==> src/rtl/alu_pkg.sv <==
// rtl/alu_pkg.sv - shared op codes, FSM state and result-select types for the multicycle ALU
package alu_pkg;

    localparam logic [3:0] OP_ADD = 4'd0;
    localparam logic [3:0] OP_SUB = 4'd1;
    localparam logic [3:0] OP_AND = 4'd2;
    localparam logic [3:0] OP_OR  = 4'd3;
    localparam logic [3:0] OP_XOR = 4'd4;
    localparam logic [3:0] OP_SHL = 4'd5;
    localparam logic [3:0] OP_SHR = 4'd6;
    localparam logic [3:0] OP_MUL = 4'd7;

    typedef enum logic [1:0] {
        IDLE   = 2'd0,
        SHIFT  = 2'd1,
        MUL    = 2'd2,
        FINISH = 2'd3
    } aluState_t;

    // Which engine supplies the result presented on the done cycle.
    typedef enum logic [1:0] {
        SEL_LOGIC = 2'd0,
        SEL_SHIFT = 2'd1,
        SEL_MUL   = 2'd2
    } resultSel_t;

    function automatic logic isShiftOp(input logic [3:0] opCode);
        return (opCode == OP_SHL) || (opCode == OP_SHR);
    endfunction

endpackage

==> src/rtl/alu_logic.sv <==
// rtl/alu_logic.sv - combinational result for the single-cycle ALU operations
module alu_logic
    import alu_pkg::*;
#(
    parameter int WIDTH = 16
)
(
    input  logic [3:0]       op,
    input  logic [WIDTH-1:0] a,
    input  logic [WIDTH-1:0] b,
    input  logic             cin,
    output logic [WIDTH-1:0] y,
    output logic             cout
);

    logic [WIDTH:0] sum;

    // Arithmetic and bitwise ops; every other code (shift by zero, reserved) passes a through.
    always_comb begin
        sum  = '0;
        y    = a;
        cout = 1'b0;
        case (op)
            OP_ADD: begin
                sum = {1'b0, a} + {1'b0, b} + {{WIDTH{1'b0}}, cin};
                y    = sum[WIDTH-1:0];
                cout = sum[WIDTH];
            end
            OP_SUB: begin
                sum = {1'b0, a} + {1'b0, ~b} + {{WIDTH{1'b0}}, cin};
                y    = sum[WIDTH-1:0];
                cout = sum[WIDTH];
            end
            OP_AND:  y = a & b;
            OP_OR:   y = a | b;
            OP_XOR:  y = a ^ b;
            default: begin
                y    = a;
                cout = 1'b0;
            end
        endcase
    end

endmodule

==> src/rtl/alu_multicycle.sv <==
// rtl/alu_multicycle.sv - multicycle ALU with bit-serial shifter and shift-add multiplier
module alu_multicycle
    import alu_pkg::*;
#(
    parameter int WIDTH = 16,
    parameter int SHW   = $clog2(WIDTH)
)
(
    input  logic             clock,
    input  logic             reset,
    input  logic             start,
    input  logic [3:0]       op,
    input  logic [WIDTH-1:0] a,
    input  logic [WIDTH-1:0] b,
    input  logic             cin,
    output logic             busy,
    output logic             done,
    output logic [WIDTH-1:0] y,
    output logic             cout,
    output logic             zout
);

    // Counter is one bit wider than the shift field so it can hold WIDTH for MUL.
    localparam int CW = SHW + 1;
    localparam logic [CW-1:0] MUL_COUNT = CW'(WIDTH);
    localparam logic [CW-1:0] ONE       = CW'(1);

    aluState_t  state;
    aluState_t  nextState;

    logic [3:0]       opReg;
    logic [WIDTH-1:0] aReg;
    logic [WIDTH-1:0] bReg;
    logic             cinReg;
    resultSel_t       selReg;
    logic [CW-1:0]    iterCount;

    logic [WIDTH-1:0] shiftReg;
    logic             shiftOut;
    logic [WIDTH-1:0] mulHi;
    logic [WIDTH-1:0] mulLo;
    logic [WIDTH:0]   mulSum;

    logic [SHW-1:0]   shAmt;
    logic             startShift;
    logic             startMul;
    logic             accept;
    logic             iterLast;

    logic [WIDTH-1:0] logicY;
    logic             logicCout;
    logic [WIDTH-1:0] resY;
    logic             resCout;

    assign shAmt      = b[SHW-1:0];
    assign startMul   = (op == OP_MUL);
    assign startShift = isShiftOp(op) && (shAmt != '0);
    assign iterLast   = (iterCount == ONE);

    alu_logic #(.WIDTH(WIDTH)) uLogic (
        .op   (opReg),
        .a    (aReg),
        .b    (bReg),
        .cin  (cinReg),
        .y    (logicY),
        .cout (logicCout)
    );

    // State register; reset wins over any start in the same cycle.
    always_ff @(posedge clock) begin
        if (reset) begin
            state <= IDLE;
        end else begin
            state <= nextState;
        end
    end

    // Next-state and busy/accept decode; start is only looked at in IDLE.
    always_comb begin
        nextState = state;
        busy      = 1'b0;
        accept    = 1'b0;
        case (state)
            IDLE: begin
                if (start) begin
                    accept = 1'b1;
                    if (startMul) begin
                        nextState = MUL;
                    end else if (startShift) begin
                        nextState = SHIFT;
                    end else begin
                        nextState = FINISH;
                    end
                end
            end
            SHIFT: begin
                busy = 1'b1;
                if (iterLast) begin
                    nextState = FINISH;
                end
            end
            MUL: begin
                busy = 1'b1;
                if (iterLast) begin
                    nextState = FINISH;
                end
            end
            FINISH: begin
                nextState = IDLE;
            end
            default: begin
                nextState = IDLE;
            end
        endcase
    end

    // One shift-add step: add the multiplicand when the current multiplier bit is set.
    always_comb begin
        mulSum = {1'b0, mulHi};
        if (mulLo[0]) begin
            mulSum = {1'b0, mulHi} + {1'b0, aReg};
        end
    end

    // Final result mux, evaluated from the completed engine state in FINISH.
    always_comb begin
        resY    = logicY;
        resCout = logicCout;
        case (selReg)
            SEL_SHIFT: begin
                resY    = shiftReg;
                resCout = shiftOut;
            end
            SEL_MUL: begin
                resY    = mulLo;
                resCout = |mulHi;
            end
            default: begin
                resY    = logicY;
                resCout = logicCout;
            end
        endcase
    end

    // Operand capture, iteration engines and the registered outputs.
    always_ff @(posedge clock) begin
        if (reset) begin
            opReg     <= '0;
            aReg      <= '0;
            bReg      <= '0;
            cinReg    <= 1'b0;
            selReg    <= SEL_LOGIC;
            iterCount <= '0;
            shiftReg  <= '0;
            shiftOut  <= 1'b0;
            mulHi     <= '0;
            mulLo     <= '0;
            done      <= 1'b0;
            y         <= '0;
            cout      <= 1'b0;
            zout      <= 1'b1;
        end else begin
            done <= 1'b0;
            if (accept) begin
                opReg    <= op;
                aReg     <= a;
                bReg     <= b;
                cinReg   <= cin;
                shiftReg <= a;
                shiftOut <= 1'b0;
                mulHi    <= '0;
                mulLo    <= b;
                if (startMul) begin
                    selReg    <= SEL_MUL;
                    iterCount <= MUL_COUNT;
                end else if (startShift) begin
                    selReg    <= SEL_SHIFT;
                    iterCount <= {1'b0, shAmt};
                end else begin
                    selReg    <= SEL_LOGIC;
                    iterCount <= '0;
                end
            end else if (state == SHIFT) begin
                if (opReg == OP_SHL) begin
                    shiftOut <= shiftReg[WIDTH-1];
                    shiftReg <= {shiftReg[WIDTH-2:0], 1'b0};
                end else begin
                    shiftOut <= shiftReg[0];
                    shiftReg <= {1'b0, shiftReg[WIDTH-1:1]};
                end
                iterCount <= iterCount - ONE;
            end else if (state == MUL) begin
                mulHi     <= mulSum[WIDTH:1];
                mulLo     <= {mulSum[0], mulLo[WIDTH-1:1]};
                iterCount <= iterCount - ONE;
            end else if (state == FINISH) begin
                y    <= resY;
                cout <= resCout;
                zout <= (resY == '0);
                done <= 1'b1;
            end
        end
    end

endmodule

==> config.mk <==
export PLATFORM = sky130hd
export DESIGN_NAME = alu_multicycle
export DESIGN_NICKNAME = d
export VERILOG_FILES = /design/src/rtl/alu_pkg.sv /design/src/rtl/alu_logic.sv /design/src/rtl/alu_multicycle.sv
export SDC_FILE = /design/constraint.sdc
export NUM_CORES = 1
export LEC_CHECK = 0
export CELL_PAD_IN_SITES_DETAIL_PLACEMENT = 0
export CELL_PAD_IN_SITES_GLOBAL_PLACEMENT = 1
export CORE_MARGIN = 10
export CORE_UTILIZATION = 40
export CTS_CLUSTER_SIZE = 20
export DETAILED_ROUTE_END_ITERATION = 10
export PLACE_DENSITY = 0.84
export SYNTH_ARGS = -nofsm -noshare
export SYNTH_HDL_FRONTEND = slang
export SYNTH_SLANG_ARGS = --single-unit
==> constraint.sdc <==
create_clock -name clock -period 2.9 [get_ports clock]
set_input_delay 0.58 -clock clock [delete_from_list [all_inputs] [get_ports clock]]
set_output_delay 0.58 -clock clock [all_outputs]
set_load 0.01 [all_outputs]
==> impl_metrics.tcl <==
set metrics [dict create \
    power_mw 9.744 \
    synth-seq-area-share_pct 26.67 \
    yosys_register_bits 114 \
    cp-start-kind "register" \
    cp.required_ns 3.25 \
    placed_cells_incl_taps 1494 \
    die_area_mm2 0.02765 \
    yosys_warnings 0 \
    crit_path_max_fanout 3 \
    insertion_delay_ns 0.43 \
    timing.max_cap.violations 0 \
    cts_buffers 17 \
    p_leak_nw 4.309 \
    drc 0 \
    grt_pass1_wl_um 47560 \
    die_w_um 166.3 \
    synthFlopType "dfxtp_1" \
    endpoint "zout$_SDFFE_PP1P_" \
    cts_hold_buf 0 \
    grt_overflow 0 \
    vias 8874 \
    grt_antenna_before_repair 0 \
    final-setup-viol-count 3 \
    die_h_um 166.3 \
    critPathKind "register to register" \
    ys_types 74 \
    maxSlewHeadroom_pct 50.96 \
    cp-startpoint "aReg[0]$_SDFFE_PP0P_" \
    cp_num_cells 15 \
    multi_input_area_mm2 0.005919 \
    min_period_ns 3.067 \
    gp_congestion 0.9680 \
    cp_top_family "compound AO/OA/AOI/OAI gates" \
    period_share_pct 105.7 \
    synthCells 1128 \
    path_clk_slew_ns 0.07 \
    h-tree-depth 4 \
    std_cell_rows 53 \
    rsz0062_at_grt "yes" \
    drtIter0Drc 749 \
    n_antenna_cell 0 \
    syn_nets 1249 \
    final_cells 1537 \
    p_per_area_mw_per_mm2 891.6 \
    nNetsFinal 1370 \
    drv_slew 0 \
    reg2reg_from "aReg[0]$_SDFFE_PP0P_" \
    cts_sinks 114 \
    rr_endpoint "zout$_SDFFE_PP1P_" \
    cts_tree "done" \
    ir_drop_v 0.0005543 \
    holdWs_ns 0.4663 \
    tightest_slew_ns 0.7356 \
    core_area_mm2 0.02102 \
    cts-root-buf "clkbuf_16" \
    worst_ep_arrival_time_ns 3.42 \
    syn_avg_cell_area_um2 7.587 \
    final.setup_skew_ns 0.02405 \
    ios 60 \
    syn_area_mm2 0.008558 \
    synth_edf_count 0 \
    drt_wl_total_um 30330 \
    nFillCells 2036 \
    status "finished, violations left" \
    worst_slack_ns -0.1665 \
    async_flop_share_pct 0 \
    drt-pass1-iter-count 6 \
    initial_core_util_pct 40.71 \
    crit_slowest_cell "fa_2" \
    finalInstanceArea_mm2 0.01093 \
    ant_nets 0 \
    violations "setup timing" \
    max_freq_mhz 326.1 \
    path_buf_inv 4 \
    area_growth_pct 27.70 \
    grt_max_degree 51 \
    seq_area_mm2 0.002287 \
    portBuffers 59 \
    via_per_inst 5.774 \
    drive_gt1_share_pct 17.04 \
    max_stage_delay_ns 0.41 \
    place_area_mm2 0.01004 \
    ff2ff_path_depth 15 \
    final_hold_viol_count 0 \
    grt_usage_pct 21.03 \
    path_cells "inv_2, fa_2, inv_2, fa_2, nand2b_4, a21oi_2, or2_1, a22o_1, a2111oi_2, buf_4, o221ai_2, nor4_2, buf_4, nand4_1, o31ai_2" \
    dpl.hpwl_um 23120 \
    grt_pass1_vias 8549 \
    hold_class "register to register" \
    cp-end-kind "register" \
    worst-r2r-setup-slack_ns -0.17 \
    cts_buffer_depth 2 \
    wl_per_cell_um 19.73 \
]
## cell type report
| cell class | instances | area share (%) |
|---|---|---|
| Clock buffer | 20 | 4.179 |
| Clock inverter | 12 | 1.202 |
| Inverter | 67 | 2.301 |
| Multi-Input combinational cell | 866 | 54.16 |
| Sequential cell | 114 | 20.93 |
| Tap cell | 275 | 3.148 |
| Timing Repair Buffer | 183 | 14.08 |
## per-layer routing
layer  track usage [%]  share of wire [%]
met4             7.637                2.9
met1             27.26                 45
met3             4.212                6.0
met2             33.77                 46
met5                 0                  0
## synthesized netlist by cell type (5+ instances only)
cell       number  share of area [%]
nand2_1       142                6.2
a21oi_1       119                7.0
dfxtp_1       114                 27
nor2_1         99                4.3
ha_1           76                 11
inv_1          66                2.9
clkbuf_1       59                2.6
o21ai_0        47                2.7
mux2i_1        44                5.1
nor3_1         26                1.5
o211ai_1       24                2.1
a211oi_1       17                1.5
a311oi_1       15                1.5
nor2b_1        15                1.1
xnor2_1        15                1.5
a31oi_1        13               0.95
a221oi_1       12                1.2
buf_1          12               0.53
nand3_1        11               0.64
a221o_1        10                1.2
a22oi_1        10               0.88
a21o_1          9               0.79
and3_1          9               0.66
buf_2           9               0.53
nand2b_1        9               0.66
o21a_1          9               0.79
o221ai_1        9               0.92
o22ai_1         9               0.66
nor4_1          7               0.51
or3_1           7               0.51
a2111oi_0       6               0.61
o21ai_1         6               0.35
or2_2           6               0.44
fa_1            5                1.2
nand4_1         5               0.37
nor3b_1         5               0.44
o31ai_1         5               0.44
## kinds of logic (layout without fill, tap and decap cells)
kind of cell               count (synthesis)  after routing  share of synthesized area (%)
adders and majority gates                 81             81                          12.28
DFF                                      114            114                          26.67
xor gates and xnor gates                  19             19                          1.944
muxes                                     44             44                          5.146
and+or+nand+nor                          360            360                          19.08
buffers and inverters                    148            282                          6.710
AOI/OAI and AO/OA                        362            362                          28.17
## registers in the layout, indices dropped and copies added, names as in the netlist
| signal | flops |
|---|---|
| cinReg | 1 |
| shiftReg | 16 |
| mulHi | 16 |
| aReg | 16 |
| bReg | 16 |
| selReg | 2 |
| shiftOut | 1 |
| y | 16 |
| mulLo | 16 |
| opReg | 4 |
| iterCount | 5 |
| state | 2 |
| done | 1 |
| zout | 1 |
| cout | 1 |
## report_power, final
group          total, mW  switching, mW  internal (mW)
registers           2.33          0.379           1.95
logic               5.29           3.01           2.28
clock network       2.12          0.814           1.31
## stage by stage
step	setup TNS [ns]	setup slack, ns	utilization, %
floorplan	0	0.03128	-
global placement	-0.6838	-0.2420	47.78
detailed placement	-0.9157	-0.3011	47.78
CTS	-0.4258	-0.2546	51.14
global route	-0.9779	-0.3202	51.99
finish	-0.3002	-0.1665	51.99
## worst reg2reg max path, cell delays in order, from the launching register on
cell       delay [ns]
dfxtp_2          0.32
inv_2            0.09
fa_2             0.23
inv_2            0.05
fa_2             0.41
nand2b_4         0.09
a21oi_2          0.05
or2_1            0.23
a22o_1           0.19
a2111oi_2        0.30
buf_4            0.17
o221ai_2         0.10
nor4_2           0.29
buf_4            0.16
nand4_1          0.11
o31ai_2          0.22
## timing repair
action | 4_1_cts | 5_1_grt
gates resized for setup | 20 | 33
setup buffers | 6 | 5
endpoints found under the setup margin | 8 | 11
pin swaps | 10 | 19
## worst min-delay path by stage
stage	to	start	slack, ns	cells past startpoint
after floorplan	cinReg$_SDFFE_PP0P_	cinReg$_SDFFE_PP0P_	0.44	2
after global placement	cinReg$_SDFFE_PP0P_	cinReg$_SDFFE_PP0P_	0.45	2
after detailed placement	y[12]$_SDFFE_PP0P_	y[12]$_SDFFE_PP0P_	0.46	2
after CTS	y[12]$_SDFFE_PP0P_	y[12]$_SDFFE_PP0P_	0.47	2
after global routing	cinReg$_SDFFE_PP0P_	cinReg$_SDFFE_PP0P_	0.49	2
final	y[12]$_SDFFE_PP0P_	y[12]$_SDFFE_PP0P_	0.47	2
## layout by cell type, fill, tap and decap left out, types with 11 or more instances in the layout
master,instances
a211oi_1,14
a21oi_1,116
a221oi_1,11
a311oi_1,15
a31oi_1,12
buf_4,122
clkbuf_16,17
clkdlybuf4s50_1,58
dfxtp_1,110
ha_1,76
inv_1,63
mux2i_1,44
nand2_1,141
nand3_1,11
nor2_1,98
nor2b_1,15
nor3_1,24
o211ai_1,24
o21ai_0,43
xnor2_1,15
Power figures use the tool's default switching activity.
